[src/rtl/bin_to_bcd_seq.sv]
// -----------------------------------------------------------------------------
// bin_to_bcd_seq
// Iterative binary-to-BCD converter (shift-and-add-3) for on-screen numeric
// fields. A start captures the binary value, IN_W shift cycles build the BCD
// digits, and one final cycle registers the result, the leading-zero blank
// mask and the overflow flag.
//
// Parameters
//   IN_W     : width of the binary input (>= 1)
//   DIGITS   : number of BCD output digits (>= 1)
//   BLANK_LZ : 1 = generate leading-zero blank mask, 0 = mask forced to zero
//
// Ports
//   clk         in   system clock, rising edge
//   rst         in   asynchronous active-high reset
//   en          in   gates acceptance of newframe
//   newframe    in   start strobe, sampled every edge while idle
//   some_value  in   [IN_W-1:0] unsigned value captured on an accepted start
//   exit_value  out  [4*DIGITS-1:0] BCD result, digit 0 (units) in [3:0]
//   digit_blank out  [DIGITS-1:0] bit i set: digit i is a leading zero
//   overflow    out  last converted value did not fit in DIGITS digits
//   busy        out  conversion in progress
//   done        out  one-cycle pulse when the outputs update
// -----------------------------------------------------------------------------
module bin_to_bcd_seq #(
   parameter int IN_W     = 10,
   parameter int DIGITS   = 3,
   parameter int BLANK_LZ = 1
) (
   input  logic                  clk,
   input  logic                  rst,
   input  logic                  en,
   input  logic                  newframe,
   input  logic [IN_W-1:0]       some_value,
   output logic [4*DIGITS-1:0]   exit_value,
   output logic [DIGITS-1:0]     digit_blank,
   output logic                  overflow,
   output logic                  busy,
   output logic                  done
);

   localparam int BCD_W = 4 * DIGITS;
   localparam int CNT_W = $clog2(IN_W + 1);

   localparam logic [1:0] S_IDLE   = 2'd0;
   localparam logic [1:0] S_SHIFT  = 2'd1;
   localparam logic [1:0] S_FINISH = 2'd2;

   // Idle mask: every digit except the units digit is shown blank.
   localparam logic [DIGITS-1:0] BLANK_RST = (BLANK_LZ != 0) ? ~DIGITS'(1) : '0;

   logic [1:0]       state;
   logic [IN_W-1:0]  shreg;
   logic [BCD_W-1:0] scratch;
   logic [CNT_W-1:0] cnt;
   logic             sticky;

   logic [BCD_W-1:0]  adj;
   logic [BCD_W-1:0]  nines;
   logic [DIGITS-1:0] blank_next;
   logic              zero_above;

   // Add-3 correction, saturation pattern and blank mask for the current
   // scratch contents.
   // NOTE: every combinational output is given a default before the loops so
   // no path leaves a variable unassigned, which would infer a latch.
   always_comb begin
      adj        = scratch;
      nines      = '0;
      blank_next = '0;
      zero_above = 1'b1;
      for (int i = 0; i < DIGITS; i++) begin
         nines[4*i +: 4] = 4'd9;
         // Digits are corrected independently; the +3 never carries across.
         if (scratch[4*i +: 4] >= 4'd5)
            adj[4*i +: 4] = scratch[4*i +: 4] + 4'd3;
      end
      // Walk from the most significant digit down: a digit is blank when it
      // and every digit above it is zero. Units digit and overflow never blank.
      for (int i = DIGITS - 1; i >= 0; i--) begin
         zero_above = zero_above & (scratch[4*i +: 4] == 4'd0);
         if (i > 0 && BLANK_LZ != 0 && !sticky)
            blank_next[i] = zero_above;
      end
   end

   // NOTE: sequential state uses non-blocking assignments so every register
   // samples the pre-edge values, independent of statement order.
   // NOTE: all datapath registers are reset as well as the FSM, so an aborted
   // conversion cannot leak stale scratch or sticky state into the next one.
   always_ff @(posedge clk or posedge rst) begin
      if (rst) begin
         state       <= S_IDLE;
         shreg       <= '0;
         scratch     <= '0;
         cnt         <= '0;
         sticky      <= 1'b0;
         exit_value  <= '0;
         digit_blank <= BLANK_RST;
         overflow    <= 1'b0;
         busy        <= 1'b0;
         done        <= 1'b0;
      end else begin
         done <= 1'b0;
         case (state)
            S_IDLE: begin
               if (en && newframe) begin
                  shreg   <= some_value;
                  scratch <= '0;
                  sticky  <= 1'b0;
                  cnt     <= CNT_W'(IN_W);
                  busy    <= 1'b1;
                  state   <= S_SHIFT;
               end
            end
            S_SHIFT: begin
               // {scratch, shreg} shifts left after correction; the bit leaving
               // the top digit means the value no longer fits.
               scratch <= {adj[BCD_W-2:0], shreg[IN_W-1]};
               shreg   <= shreg << 1;
               sticky  <= sticky | adj[BCD_W-1];
               cnt     <= cnt - CNT_W'(1);
               if (cnt == CNT_W'(1))
                  state <= S_FINISH;
            end
            S_FINISH: begin
               overflow    <= sticky;
               exit_value  <= sticky ? nines : scratch;
               digit_blank <= blank_next;
               done        <= 1'b1;
               busy        <= 1'b0;
               state       <= S_IDLE;
            end
            default: begin
               busy  <= 1'b0;
               state <= S_IDLE;
            end
         endcase
      end
   end

endmodule

[config.mk]
export PLATFORM = sky130hd
export DESIGN_NAME = bin_to_bcd_seq
export DESIGN_NICKNAME = d
export VERILOG_FILES = /design/src/rtl/bin_to_bcd_seq.sv
export SDC_FILE = /design/constraint.sdc
export NUM_CORES = 1
export LEC_CHECK = 0
export BUFFER_PORTS_ARGS = -buffer_cell sky130_fd_sc_hd__buf_2
export CAP_MARGIN = 20
export CORE_UTILIZATION = 61
export CTS_BUF_LIST = sky130_fd_sc_hd__clkbuf_4 sky130_fd_sc_hd__clkbuf_8
export DETAILED_ROUTE_END_ITERATION = 8
export PLACE_DENSITY = 0.85
export SETUP_SLACK_MARGIN = 0.15
export SLEW_MARGIN = 20
export SYNTH_ARGS = -nofsm -noshare
export SYNTH_HDL_FRONTEND = slang
export SYNTH_SLANG_ARGS = --single-unit
[constraint.sdc]
create_clock -name clk -period 3.35 [get_ports clk]
set_clock_uncertainty 0.1 [all_clocks]
set_input_delay 0.1675 -clock clk [delete_from_list [all_inputs] [get_ports clk]]
set_output_delay 0.1675 -clock clk [all_outputs]
set_load 0.005 [all_outputs]
Word level (Yosys, flattened, before mapping)
Cells that the tools add are included.
Widths: inputs -> output; s select.
- bits in registers: 46
- bits of input ports: 14
- logic and storage cells: 53
- $add $sub $neg: 4
- magnitude comparators: 3
- eq/ne operators: 5
- mux-type cells: 20
- bitwise gates (word level): 3
- reductions and logical operators: 8
- operators with widths (cell ; count):
    $mux 12 ; 2
    $pmux 12 s2 ; 1
    $pmux 10 s2 ; 1
    $mux 4 ; 4
    $add 4x2->4 const B ; 3
    $ge 4x3->1 const B ; 3
    $mux 10 ; 1
    $logic_not 4->1 ; 2
    $pmux 4 s2 ; 1
    $reduce_and 2->1 ; 3
    $mux 1 ; 5
    $eq 4x1->1 const B ; 1
    $mux 2 ; 2
    $ne 2x2->1 const B ; 2
    $pmux 1 s2 ; 2
    $pmux 2 s2 ; 1
    $sub 4x1->4 const B ; 1
    $eq 2x1->1 const B ; 1
    $eq 2x2->1 const B ; 1
    $logic_not 2->1 ; 1
    $reduce_bool 2->1 ; 1
    $and 1x1->1 ; 1
    $logic_and 1x1->1 ; 1
    $not 1->1 ; 1
    $or 1x1->1 ; 1

Longest topological paths before layout
Gate-level depths: netlist (run 1).
- depth in word-level cells: 4
- mapped depth: 6
- mapped depth without buffers: 6

Least setup slack after synthesis (run 1)
Ideal clock, no wire load.
- path kind: register -> register
- start: reg scratch[8]
- end: reg scratch[10]
- setup time: 0.121 ns
- arrival time: 1.292 ns
- data required time: 3.129 ns
- setup slack: 1.837 ns
- stages on the path, launching flop included: 7
- clock period less this slack: 1.513 ns
- path through: dfrtp_1 inv_1 ha_1 nand2b_1 a21oi_1 mux2i_1 a22o_1
- longest elaborated chain between the ends: 3
- elaborated cells on any way between the ends: 4
- classes of those cells: add/sub (1); order compare (1); mux (2)
- RTL lines (element ; line ; RTL):
    from (decl) ; 54 ; logic [BCD_W-1:0] scratch;
    from (signal assigned) ; 119 ; scratch <= {adj[BCD_W-2:0], shreg[IN_W-1]};
    $add 4x2->4 / $ge 4x3->1 (equally long branches) ; 76, 75 ;
    $mux 4 * ; 75 ; if (scratch[4*i +: 4] >= 4'd5)
    $pmux 12 s2 * ; 105 ; case (state)
Mark *: on every way between the ends. The rest lies on a longest branch, timed or not.
A chain may end at the register's enable or synchronous reset.

Worst setup path after layout (run 1)
- start: reg state[0]
- end: reg overflow
- longest elaborated chain between the ends: 1
- RTL lines (element ; line ; RTL):
    from (decl) ; 52 ; logic [1:0] state;
    from (signal assigned) ; 93 ; state <= S_IDLE;
    from (signal assigned) ; 113 ; state <= S_SHIFT;
    from (signal assigned) ; 124 ; state <= S_FINISH;
    $eq 2x2->1 ; 105 ;
    to (signal assigned) ; 127 ; overflow <= sticky;
    to (decl) ; 37 ; output logic overflow,
No other way between the ends.

==> summary.txt, run 1 <==
STA
  – Fin crit share: 54.3%
  – Fmax: 550 MHz
  – Worst-Margin Slew: 0.890 ns
  – RSZ-0062 raised after global routing: no
  – Final setup TNS: 0 ns
  – Rel. slew slack: 40.7%
  – Final setup viols: 0
  – Slew Viols, Final: 0
  – Post-layout minimum cycle time: 1.82 ns
  – Final hold violations: 0
  – Worst hold slack: 0.178 ns

Global route
  – First-pass GRT wire length: 6200 um
  – Vias in the first global route: 1408
  – Antenna violations before repair: 0
  – Largest net degree at the start of global routing: 47
  – GRT Util Overall: 23.4%
  – Global route overflow: 0

Setup path
  – Critical path class: reg2reg
  – Worst setup EP type: flop
  – Setup crit start: state[0]$_DFFE_PP0P_
  – Data arrival, critical path: 1.98 ns
  – Startpoint types: flop
  – Worst EP required: 3.51 ns
  – RR Startpoint: state[0]$_DFFE_PP0P_
  – CP Max Fanout: 29

Clocking
  – Clock Latency Late Sink: 0.37 ns
  – Clock-pin slew on the worst setup and hold paths: 0.12 ns
  – Htree depth: 2
  – CTS Buf Count: 5
  – CTS tree: done
  – Root Buffer: clkbuf_4
  – CTS max path bufs: 2
  – # clock sinks: 46
  – # Post-CTS Setup Buffers: 0

Drt
  – Pre-Repair DR Iteration Count: 6
  – DR DRC count: 0
  – Routed via count: 1593
  – Drt wl/cell: 13.0 um
  – Via density: 5.36
  – Drt total wl: 3870 um
  – Routed Antenna Nets: 0
  – Starting DRT DRC Count: 101

Synth
  – Seq/Total Area, Yosys: 53.9%
  – Netlist cell types: 36
  – Async set-reset flop share out of synthesis: 100%
  – Number of synthesized flops with an enable pin: 0
  – Ys Warns: 0
  – Syn nets: 235
  – FF+latch count, synth: 46
  – Top FF cell, synth: dfrtp_1
  – Synthesized area per cell: 10.1 sq um
  – Mapped Cells: 211
  – Mapped Area: 2140 sq um

Run
  – Total of max-cap violations: 0

Floorplan
  – Die Width: 61.2 um
  – CORE AREA: 3340 sq um
  – IO Pins: 32
  – Initial Util: 64.1%
  – Die Span Y: 61.2 um
  – Row count: 21
  – Die area: 3750 sq um

Power and ir drop
  – Internal power consumption: 1.27 mW
  – Net Sw Power: 0.819 mW
  – Sequential power share: 46.2%
  – Design Power: 2.09 mW
  – Maximum VDD drop: 0.000522 V
  – Combinational power share: 40.6%
  – Leakage: 1.17 nW
  – Clock share of power: 13.2%
  – Net Sw Frac: 39.2%
  – PwrDens: 846 nW/um^2

Cells and area
  – Fill count: 251
  – Final instance area: 2470 sq um
  – Total Nets Final: 274
  – Finished Core Util: 73.9%
  – Ant. Diodes: 0
  – Area grow syn2layout: 15.3%
  – Layout cells sized above 1: 19.1%

Place
  – Routability cong.: 0.758
  – Placed instance area: 2290 sq um
  – HPWL Detailed: 2540 um
  – IO Port Bufs: 30

Worst hold path
  – Hold Path Class: in2reg
  – Hold Startpoint: newframe

Outcome
  – Status: complete, no violations
cell type report:
| cell class | count | area (sq um) | share of cell area [%] |
|---|---|---|---|
| well taps | 46 | 57.6 | 2.33 |
| multi-input cells | 143 | 880 | 35.6 |
| repair buffers | 42 | 268 | 10.9 |
| flip-flops and latches | 46 | 1150 | 46.8 |
| clock buffers | 6 | 51.3 | 2.08 |
| inverters | 12 | 45.0 | 1.83 |
| clock inverters | 2 | 12.5 | 0.507 |
through the flow:
step | instances | setup WS, ns
2_1_floorplan | 211 | 1.84
3_3_place_gp | 278 | 1.60
3_5_place_dp | 278 | 1.56
4_1_cts | 297 | 1.53
5_1_grt | 297 | 1.40
6_report | 297 | 1.53
flip-flops by register name (all words and copies together) (netlist names):
signal	count
overflow	1
exit_value	12
digit_blank	2
cnt	4
state	2
done	1
busy	1
sticky	1
shreg	10
scratch	12
routing by layer:
metal  vias to the layer above  part of all wire [%]  wire [um]  global-route usage, %
met2                        35                    49       1880                   38.7
met1                       748                    45       1760                   29.2
li1                        804                     -          -                      -
met3                         6                   4.3        166                   7.14
met5                         -                     0          0                      0
met4                         0                   1.7         65                   7.79
cells by family (layout without fill, tap and decap cells):
logic type	after synthesis	count (layout)	synth area share [%]
DFF	46	46	53.9
muxes	3	3	1.52
AOI/OAI and AO/OA	53	53	15.8
xor gates and xnor gates	5	5	2.05
and+or+nand+nor	71	71	15.7
other	1	1	0.175
buffers and inverters	22	62	4.97
adders and majority gates	10	10	5.85
what timing repair did:
action | CTS | global route
hold buffers | 11 | 0
endpoints found under the hold margin | 54 | 0
gates resized for setup | 0 | 0
critical path, stage by stage (launching register included):
cell and delay [ns]:
dfrtp_1 0.47, nand2b_1 0.73, mux2_2 0.41
final timing paths:
path                                              end  slack, ns  cells after the start
min in group asynchronous      scratch[6]$_DFFE_PP0P_       0.37                      4
max reg2reg                      overflow$_DFFE_PP0P_       1.53                      2
min                                cnt[3]$_DFFE_PP0P_       0.18                      3
min reg2reg                    scratch[0]$_DFFE_PP0P_       0.39                      2
max                              overflow$_DFFE_PP0P_       1.53                      2
max in group asynchronous  digit_blank[1]$_DFFE_PP1P_       2.40                      4
power groups by stage:
stage	registers [mW]	clock network, mW	logic, mW
after floorplan	0.934	0	0.660
after global placement	0.964	0	0.815
after detailed placement	0.976	0	0.843
after CTS	0.962	0.282	0.855
after global routing	0.996	0.308	0.982
final	0.964	0.276	0.847
cell usage after synthesis, drive strengths merged, types with 4 or more instances:
cell type   n  area share (%)
dfrtp      44              51
nor2       28             5.0
nand2      21             3.7
o21ai      18             4.2
o22ai      14             4.1
inv        12             2.1
ha         10             5.8
buf         8             2.5
nand2b      8             2.7
o31ai       7             2.5
a21oi       6             1.6
a32o        4             1.9
nand3       4             1.2
xnor2       4             1.6
cell usage in the layout, fill, tap and decap left out, types with 2 or more instances in the layout:
master / count
dlygate4sd3_1: 11
mux2_2: 2
inv_1: 11
buf_2: 30
nor2_1: 27
dfrtp_1: 44
xnor2_1: 4
nor3b_1: 3
o21ai_0: 18
o311ai_0: 2
a32o_1: 4
o31ai_1: 7
o22ai_1: 14
nand2b_1: 7
nand2_1: 21
clkbuf_4: 5
a21oi_1: 5
nand3_1: 3
ha_1: 10
nor3_1: 2
dfstp_2: 2
Power figures use the tool's default switching activity.
==> run 2: changes to the inputs <==
--- a/config.mk
+++ b/config.mk
@@ -7,10 +7,10 @@
 export LEC_CHECK = 0
 export BUFFER_PORTS_ARGS = -buffer_cell sky130_fd_sc_hd__buf_2
 export CAP_MARGIN = 20
-export CORE_UTILIZATION = 61
+export CORE_UTILIZATION = 58
 export CTS_BUF_LIST = sky130_fd_sc_hd__clkbuf_4 sky130_fd_sc_hd__clkbuf_8
 export DETAILED_ROUTE_END_ITERATION = 8
-export PLACE_DENSITY = 0.85
+export PLACE_DENSITY = 0.81
 export SETUP_SLACK_MARGIN = 0.15
 export SLEW_MARGIN = 20
 export SYNTH_ARGS = -nofsm -noshare
==> constraint.sdc (replaced) <==
create_clock -name clk -period 1.7 [get_ports clk]
set_clock_uncertainty 0.1 [all_clocks]
set_input_delay 0.085 -clock clk [delete_from_list [all_inputs] [get_ports clk]]
set_output_delay 0.085 -clock clk [all_outputs]
set_load 0.005 [all_outputs]
==> run 2 against run 1 <==
First-iteration DRC count up 3.0%; critical path depth up 4; core utilization rose by 4.0 points; count of clock-buffer cells in the layout increased by 1; sequential share of layout area decreased by 3.7 points; setup slack got worse by 1.4 ns; cell count up 3.7%; design area is 8.7% higher; non-clock buffer count is 11 higher; critical path type unchanged; largest cell class unchanged; largest power group is now combinational logic; highest routed layer unchanged.
==> summary.txt, run 2 (same netlist as run 1, synthesis figures left out) <==
Setup path
  – Worst EP required: 1.84 ns (-1.67 ns)
  – Reg2Reg Setup Slack: 0.09 ns (-1.45 ns)
  – CP Max Fanout: 4 (-86%)
  – Crit path cell chain: inv_2, ha_4, nand2b_4, a21oi_4, mux2i_1, a22o_1
  – Cells on worst reg2reg path: 6 (+4)
  – Data arrival, critical path: 1.75 ns (-0.23 ns)
  – Critical Path Stages: 6 (+4)
  – Worst path slowest cell: dfrtp_1
  – CP endpoint: scratch[10]$_DFFE_PP0P_
  – Startpoint types: flop
  – RR Startpoint: scratch[8]$_DFFE_PP0P_
  – Critical Path Max Stage Delay: 0.43 ns (-0.30 ns)
  – Setup crit start: scratch[8]$_DFFE_PP0P_
  – Critical path class: reg2reg
  – CP Buf/Inv Count: 1 (+1)
  – Worst setup EP type: flop
  – Reg-to-Reg End: scratch[10]$_DFFE_PP0P_
  – Family with the most delay on the worst path: flip-flops

Cells and area
  – Fill count: 233 (-7.2%)
  – Area grow syn2layout: 25.3%
  – Total Nets Final: 285 (+4.0%)
  – Commonest cells after routing, fill and taps aside: dfrtp_1, buf_2, nor2_1
  – Ant. Diodes: 0 (unchanged)
  – Top Registers: exit_value x12, scratch x12, shreg x10
  – Commonest non-fill, non-tap cell in the layout: dfrtp_1
  – Layout cells sized above 1: 29.0% (+9.9 points)

Drt
  – Routed Antenna Nets: 0 (unchanged)
  – Drt wl/cell: 14.8 um (+13%)
  – Drt total wl: 4550 um (+17%)
  – Via density: 5.51 (+2.8%)
  – DR DRC count: 0 (unchanged)
  – Starting DRT DRC Count: 104 (+3.0%)
  – Pre-Repair DR Iteration Count: 4 (-2)
  – Routed via count: 1698 (+6.6%)

Place
  – IO Port Bufs: 30 (unchanged)
  – HPWL Detailed: 2710 um (+6.4%)
  – Routability cong.: 0.820 (+8.3%)

STA
  – Worst hold slack: 0.0922 ns (-0.0860 ns)
  – Fin crit share: 95.0% (+41 points)
  – Fmax: 620 MHz (+13%)
  – Final setup viols: 0 (unchanged)
  – Worst-Margin Slew: 0.727 ns (-0.163 ns)
  – Final setup TNS: 0 ns (unchanged)
  – Post-layout minimum cycle time: 1.61 ns (-0.203 ns)
  – Slew Viols, Final: 0 (unchanged)
  – Rel. slew slack: 51.2% (+11 points)
  – RSZ-0062 raised after global routing: yes
  – Final hold violations: 0 (unchanged)

Outcome
  – Status: complete, no violations

Worst hold path
  – Hold Path Class: in2reg

Power and ir drop
  – PwrDens: 1790 nW/um^2 (+110%)
  – Maximum VDD drop: 0.00105 V (+100%)
  – Leakage: 1.25 nW (+7.4%)

Clocking
  – # clock sinks: 46 (unchanged)
  – CTS tree: done
  – CTS max path bufs: 2 (unchanged)
  – Clock Latency Late Sink: 0.30 ns (-0.07 ns)
  – CTS Buf Count: 5 (unchanged)
  – Clock-pin slew on the worst setup and hold paths: 0.08 ns (-0.04 ns)
  – Root Buffer: clkbuf_8
  – Htree depth: 2 (unchanged)

Floorplan
  – Initial Util: 62.2% (-2.0 points)
  – Die Width: 62.7 um (+2.5%)
  – Die Span Y: 62.7 um (+2.5%)
  – Row count: 21 (unchanged)
  – IO Pins: 32 (unchanged)
  – CORE AREA: 3440 sq um (+3.1%)
  – Die area: 3940 sq um (+5.0%)

Global route
  – Antenna violations before repair: 0 (unchanged)
  – Largest net degree at the start of global routing: 28 (-40%)
  – GRT Util Overall: 24.1% (+0.74 points)
  – Vias in the first global route: 1637 (+16%)
  – Global route overflow: 0 (unchanged)
  – First-pass GRT wire length: 7320 um (+18%)

Run
  – Total of max-cap violations: 0 (unchanged)
==> run 2: cell types whose count changed in the layout (fill, tap and decap cells not counted), moves of 2 or more <==
cell | previous run | this run
inv_1 | 11 | 5
clkbuf_8 | 1 | 5
ha_2 | 0 | 3
a21oi_2 | 1 | 3
inv_2 | 0 | 6
a21oi_1 | 5 | 2
ha_1 | 10 | 6
buf_4 | 1 | 11
clkbuf_4 | 5 | 2
nand2b_1 | 7 | 5
==> run 2: area by class of cell <==
type | count | area [sq um] | area share (%)
flip-flops and latches | 46 | 1150 | 43.1
repair buffers | 53 | 363 | 13.5
clock buffers | 7 | 83.8 | 3.13
multi-input cells | 143 | 947 | 35.3
inverters | 12 | 45.0 | 1.68
clock inverters | 1 | 30.0 | 1.12
well taps | 46 | 57.6 | 2.15
==> run 2: how the worst min path moves through the flow <==
stage,from,endpoint,slack (ns),cells after the start
after floorplan,some_value[0],shreg[0]$_DFFE_PP0P_,0.13,2
after global placement,rst,done$_DFF_PP0_,0.04,2
after detailed placement,rst,exit_value[3]$_DFFE_PP0P_,0.04,2
after CTS,newframe,cnt[3]$_DFFE_PP0P_,0.19,3
after global routing,newframe,cnt[3]$_DFFE_PP0P_,0.11,3
final,newframe,cnt[3]$_DFFE_PP0P_,0.09,3
==> run 2: per-stage QoR <==
stage	cell area, sq um	utilization (%)	total power, mW	std cells	worst slack, ns
3_5_place_dp	2340	68.1	3.67	283	0.0175
2_1_floorplan	2140	-	3.14	211	0.187
6_report	2680	77.9	4.81	308	0.0858
5_1_grt	2680	77.9	5.15	308	0.0717
4_1_cts	2590	75.2	4.57	303	0.159
3_3_place_gp	2340	68.1	3.59	283	0.114
==> run 2: routing by layer <==
| metal | track usage, % | part of all wire (%) | vias up |
|---|---|---|---|
| met2 | 41.3 | 50 | 60 |
| met3 | 7.12 | 4.6 | 10 |
| met1 | 29.2 | 43 | 805 |
| met4 | 7.27 | 2.0 | 0 |
| li1 | - | - | 823 |
| met5 | 0 | 0 | - |
==> run 2: tightest hold or removal path: cells and delay by family <==
kind	cells	cell delay [ns]
and+or+nand+nor	2	0.22
buffers and inverters	1	0.13
==> run 2: timing repair <==
action	4_1_cts	5_1_grt
buffers inserted	1	5
resized for setup	6	16
hold endpoints to repair	27	0
pin swaps	1	2
hold buffers	11	0
endpoints found under the setup margin	6	22
==> run 2: power breakdown <==
group | total, mW | internal, mW | switching [mW]
Clock | 0.821 | 0.472 | 0.349
Combinational | 2.09 | 0.959 | 1.13
Sequential | 1.90 | 1.55 | 0.345
==> run 3: changes to the inputs <==
--- a/config.mk
+++ b/config.mk
@@ -10,6 +10,7 @@
 export CORE_UTILIZATION = 58
 export CTS_BUF_LIST = sky130_fd_sc_hd__clkbuf_4 sky130_fd_sc_hd__clkbuf_8
 export DETAILED_ROUTE_END_ITERATION = 8
+export GPL_TIMING_DRIVEN = 0
 export PLACE_DENSITY = 0.81
 export SETUP_SLACK_MARGIN = 0.15
 export SLEW_MARGIN = 20
==> run 3 against run 2 <==
Die area is the same; power shrank 4.1%; count of clock-buffer cells in the layout grew 1; largest cell class unchanged.
==> summary.txt, run 3 (same netlist as run 1, synthesis figures left out) <==
Cells and area
  – Ant. Diodes: 0 (unchanged)
  – Total Nets Final: 289 (+1.4%)
  – Finished Core Util: 77.0% (-0.87 points)
  – Commonest cells after routing, fill and taps aside: dfrtp_1, buf_2, nor2_1
  – Top Registers: exit_value x12, scratch x12, shreg x10
  – Layout cells sized above 1: 28.6% (-0.44 points)
  – Area grow syn2layout: 23.9%
  – Commonest non-fill, non-tap cell in the layout: dfrtp_1
  – Fill count: 244 (+4.7%)
  – Final instance area: 2650 sq um (-1.1%)

Power and ir drop
  – PwrDens: 1740 nW/um^2 (-3.0%)
  – Maximum VDD drop: 0.000917 V (-13%)
  – Design Power: 4.61 mW (-4.1%)
  – Leakage: 1.25 nW (-0.18%)

Global route
  – Antenna violations before repair: 0 (unchanged)
  – Global route overflow: 0 (unchanged)
  – Largest net degree at the start of global routing: 35 (+25%)
  – Vias in the first global route: 1611 (-1.6%)
  – GRT Util Overall: 23.4% (-0.66 points)
  – First-pass GRT wire length: 7180 um (-2.0%)

STA
  – Final hold violations: 0 (unchanged)
  – Fin crit share: 92.7% (-2.3 points)
  – Final setup viols: 0 (unchanged)
  – Fmax: 635 MHz (+2.5%)
  – RSZ-0062 raised after global routing: yes
  – Post-layout minimum cycle time: 1.58 ns (-0.0389 ns)
  – Slew Viols, Final: 0 (unchanged)

Clocking
  – CTS tree: done
  – Clock Latency Late Sink: 0.30 ns (about the same)
  – Clock-pin slew on the worst setup and hold paths: 0.08 ns (about the same)
  – CTS Buf Count: 5 (unchanged)
  – Root Buffer: clkbuf_8
  – # clock sinks: 46 (unchanged)
  – CTS max path bufs: 2 (unchanged)
  – Htree depth: 2 (unchanged)

Setup path
  – CP endpoint: scratch[10]$_DFFE_PP0P_
  – Crit path cell chain: inv_2, ha_4, nand2b_4, a21oi_2, mux2i_1, a22o_1
  – Critical Path Max Stage Delay: 0.44 ns (about the same)
  – Critical path class: reg2reg
  – Data arrival, critical path: 1.72 ns (-0.03 ns)
  – Worst path slowest cell: dfrtp_1
  – Worst EP required: 1.84 ns (about the same)
  – Startpoint types: flop
  – RR Startpoint: scratch[8]$_DFFE_PP0P_
  – Setup crit start: scratch[8]$_DFFE_PP0P_
  – Worst setup EP type: flop
  – Reg2Reg Setup Slack: 0.12 ns (+0.04 ns)
  – CP Max Fanout: 4 (unchanged)
  – Cells on worst reg2reg path: 6 (unchanged)
  – Reg-to-Reg End: scratch[10]$_DFFE_PP0P_

Drt
  – Starting DRT DRC Count: 83 (-20%)
  – DR DRC count: 0 (unchanged)
  – Routed via count: 1727 (+1.7%)
  – Drt total wl: 4610 um (+1.5%)
  – Pre-Repair DR Iteration Count: 4 (unchanged)
  – Drt wl/cell: 14.8 um (+0.15%)
  – Routed Antenna Nets: 0 (unchanged)
  – Via density: 5.54 (+0.40%)

Floorplan
  – Die Width: 62.7 um (unchanged)
  – Die area: 3940 sq um (unchanged)
  – CORE AREA: 3440 sq um (unchanged)
  – IO Pins: 32 (unchanged)
  – Die Span Y: 62.7 um (unchanged)
  – Initial Util: 62.2% (unchanged)
  – Row count: 21 (unchanged)

Place
  – IO Port Bufs: 30 (unchanged)
  – Placed instance area: 2370 sq um (+1.0%)
  – Routability cong.: 0.812 (-1.1%)
  – HPWL Detailed: 2940 um (+8.6%)

Outcome
  – Status: complete, no violations

Worst hold path
  – Hold Path Class: in2reg

Run
  – Total of max-cap violations: 0 (unchanged)
==> run 3: what timing repair did <==
item / in CTS / in global routing
setup buffers: 1 / 4
endpoints found under the hold margin: 54 / 0
hold buffers: 11 / 0
pin swaps: 1 / 6
resized for setup: 4 / 11
setup endpoints to repair: 3 / 10
==> run 3: where the power goes <==
group          internal (mW)  switching, mW
combinational          0.943           1.07
sequential              1.55          0.363
clock                  0.340          0.351
total                   2.83           1.78
==> run 3: final cells by class <==
class | instances | area [sq um] | area share [%]
inverters | 12 | 45.0 | 1.70
repair buffers | 47 | 318 | 12.0
clock buffers | 8 | 91.3 | 3.45
well taps | 46 | 57.6 | 2.17
plain buffers | 10 | 61.3 | 2.31
multi-input cells | 143 | 925 | 34.9
flip-flops and latches | 46 | 1150 | 43.5
==> run 3: critical path, delay by kind of cell (launching register included) <==
family                   cells  cell delay [ns]
flip-flops                   1             0.44
AO/OA/AOI/OAI                2             0.35
multiplexers                 1             0.24
adder cells (fa/ha/maj)      1             0.18
buffers and inverters        1             0.14
AND/OR/NAND/NOR              1             0.06
==> run 3: stage by stage <==
step                      hold WS [ns]  cells  setup TNS, ns  setup WS [ns]
after floorplan                  0.128    211              0          0.187
after global placement           0.229    287          -5.82         -0.135
after detailed placement       -0.0568    288       -0.00590       -0.00590
after CTS                        0.139    308              0          0.125
after global routing             0.184    312              0         0.0743
final                            0.142    312              0          0.125
==> run 3: layer usage <==
metal,wire length [um],GRT usage [%],vias to the layer above
met5,0,0,-
met4,76,6.10,0
met3,220,5.11,8
met2,2430,41.0,63
met1,1880,29.3,825
li1,-,-,831
==> run 3: how the worst min path moves through the flow <==
stage / start / end / slack (ns) / depth (start not counted)
6_report: newframe / shreg[6]$_DFFE_PP0P_ / 0.14 / 4
5_1_grt: newframe / shreg[6]$_DFFE_PP0P_ / 0.18 / 4
4_1_cts: newframe / shreg[8]$_DFFE_PP0P_ / 0.14 / 4
3_5_place_dp: rst / done$_DFF_PP0_ / -0.06 / 2
3_3_place_gp: some_value[3] / shreg[3]$_DFFE_PP0P_ / 0.23 / 3
2_1_floorplan: some_value[0] / shreg[0]$_DFFE_PP0P_ / 0.13 / 2
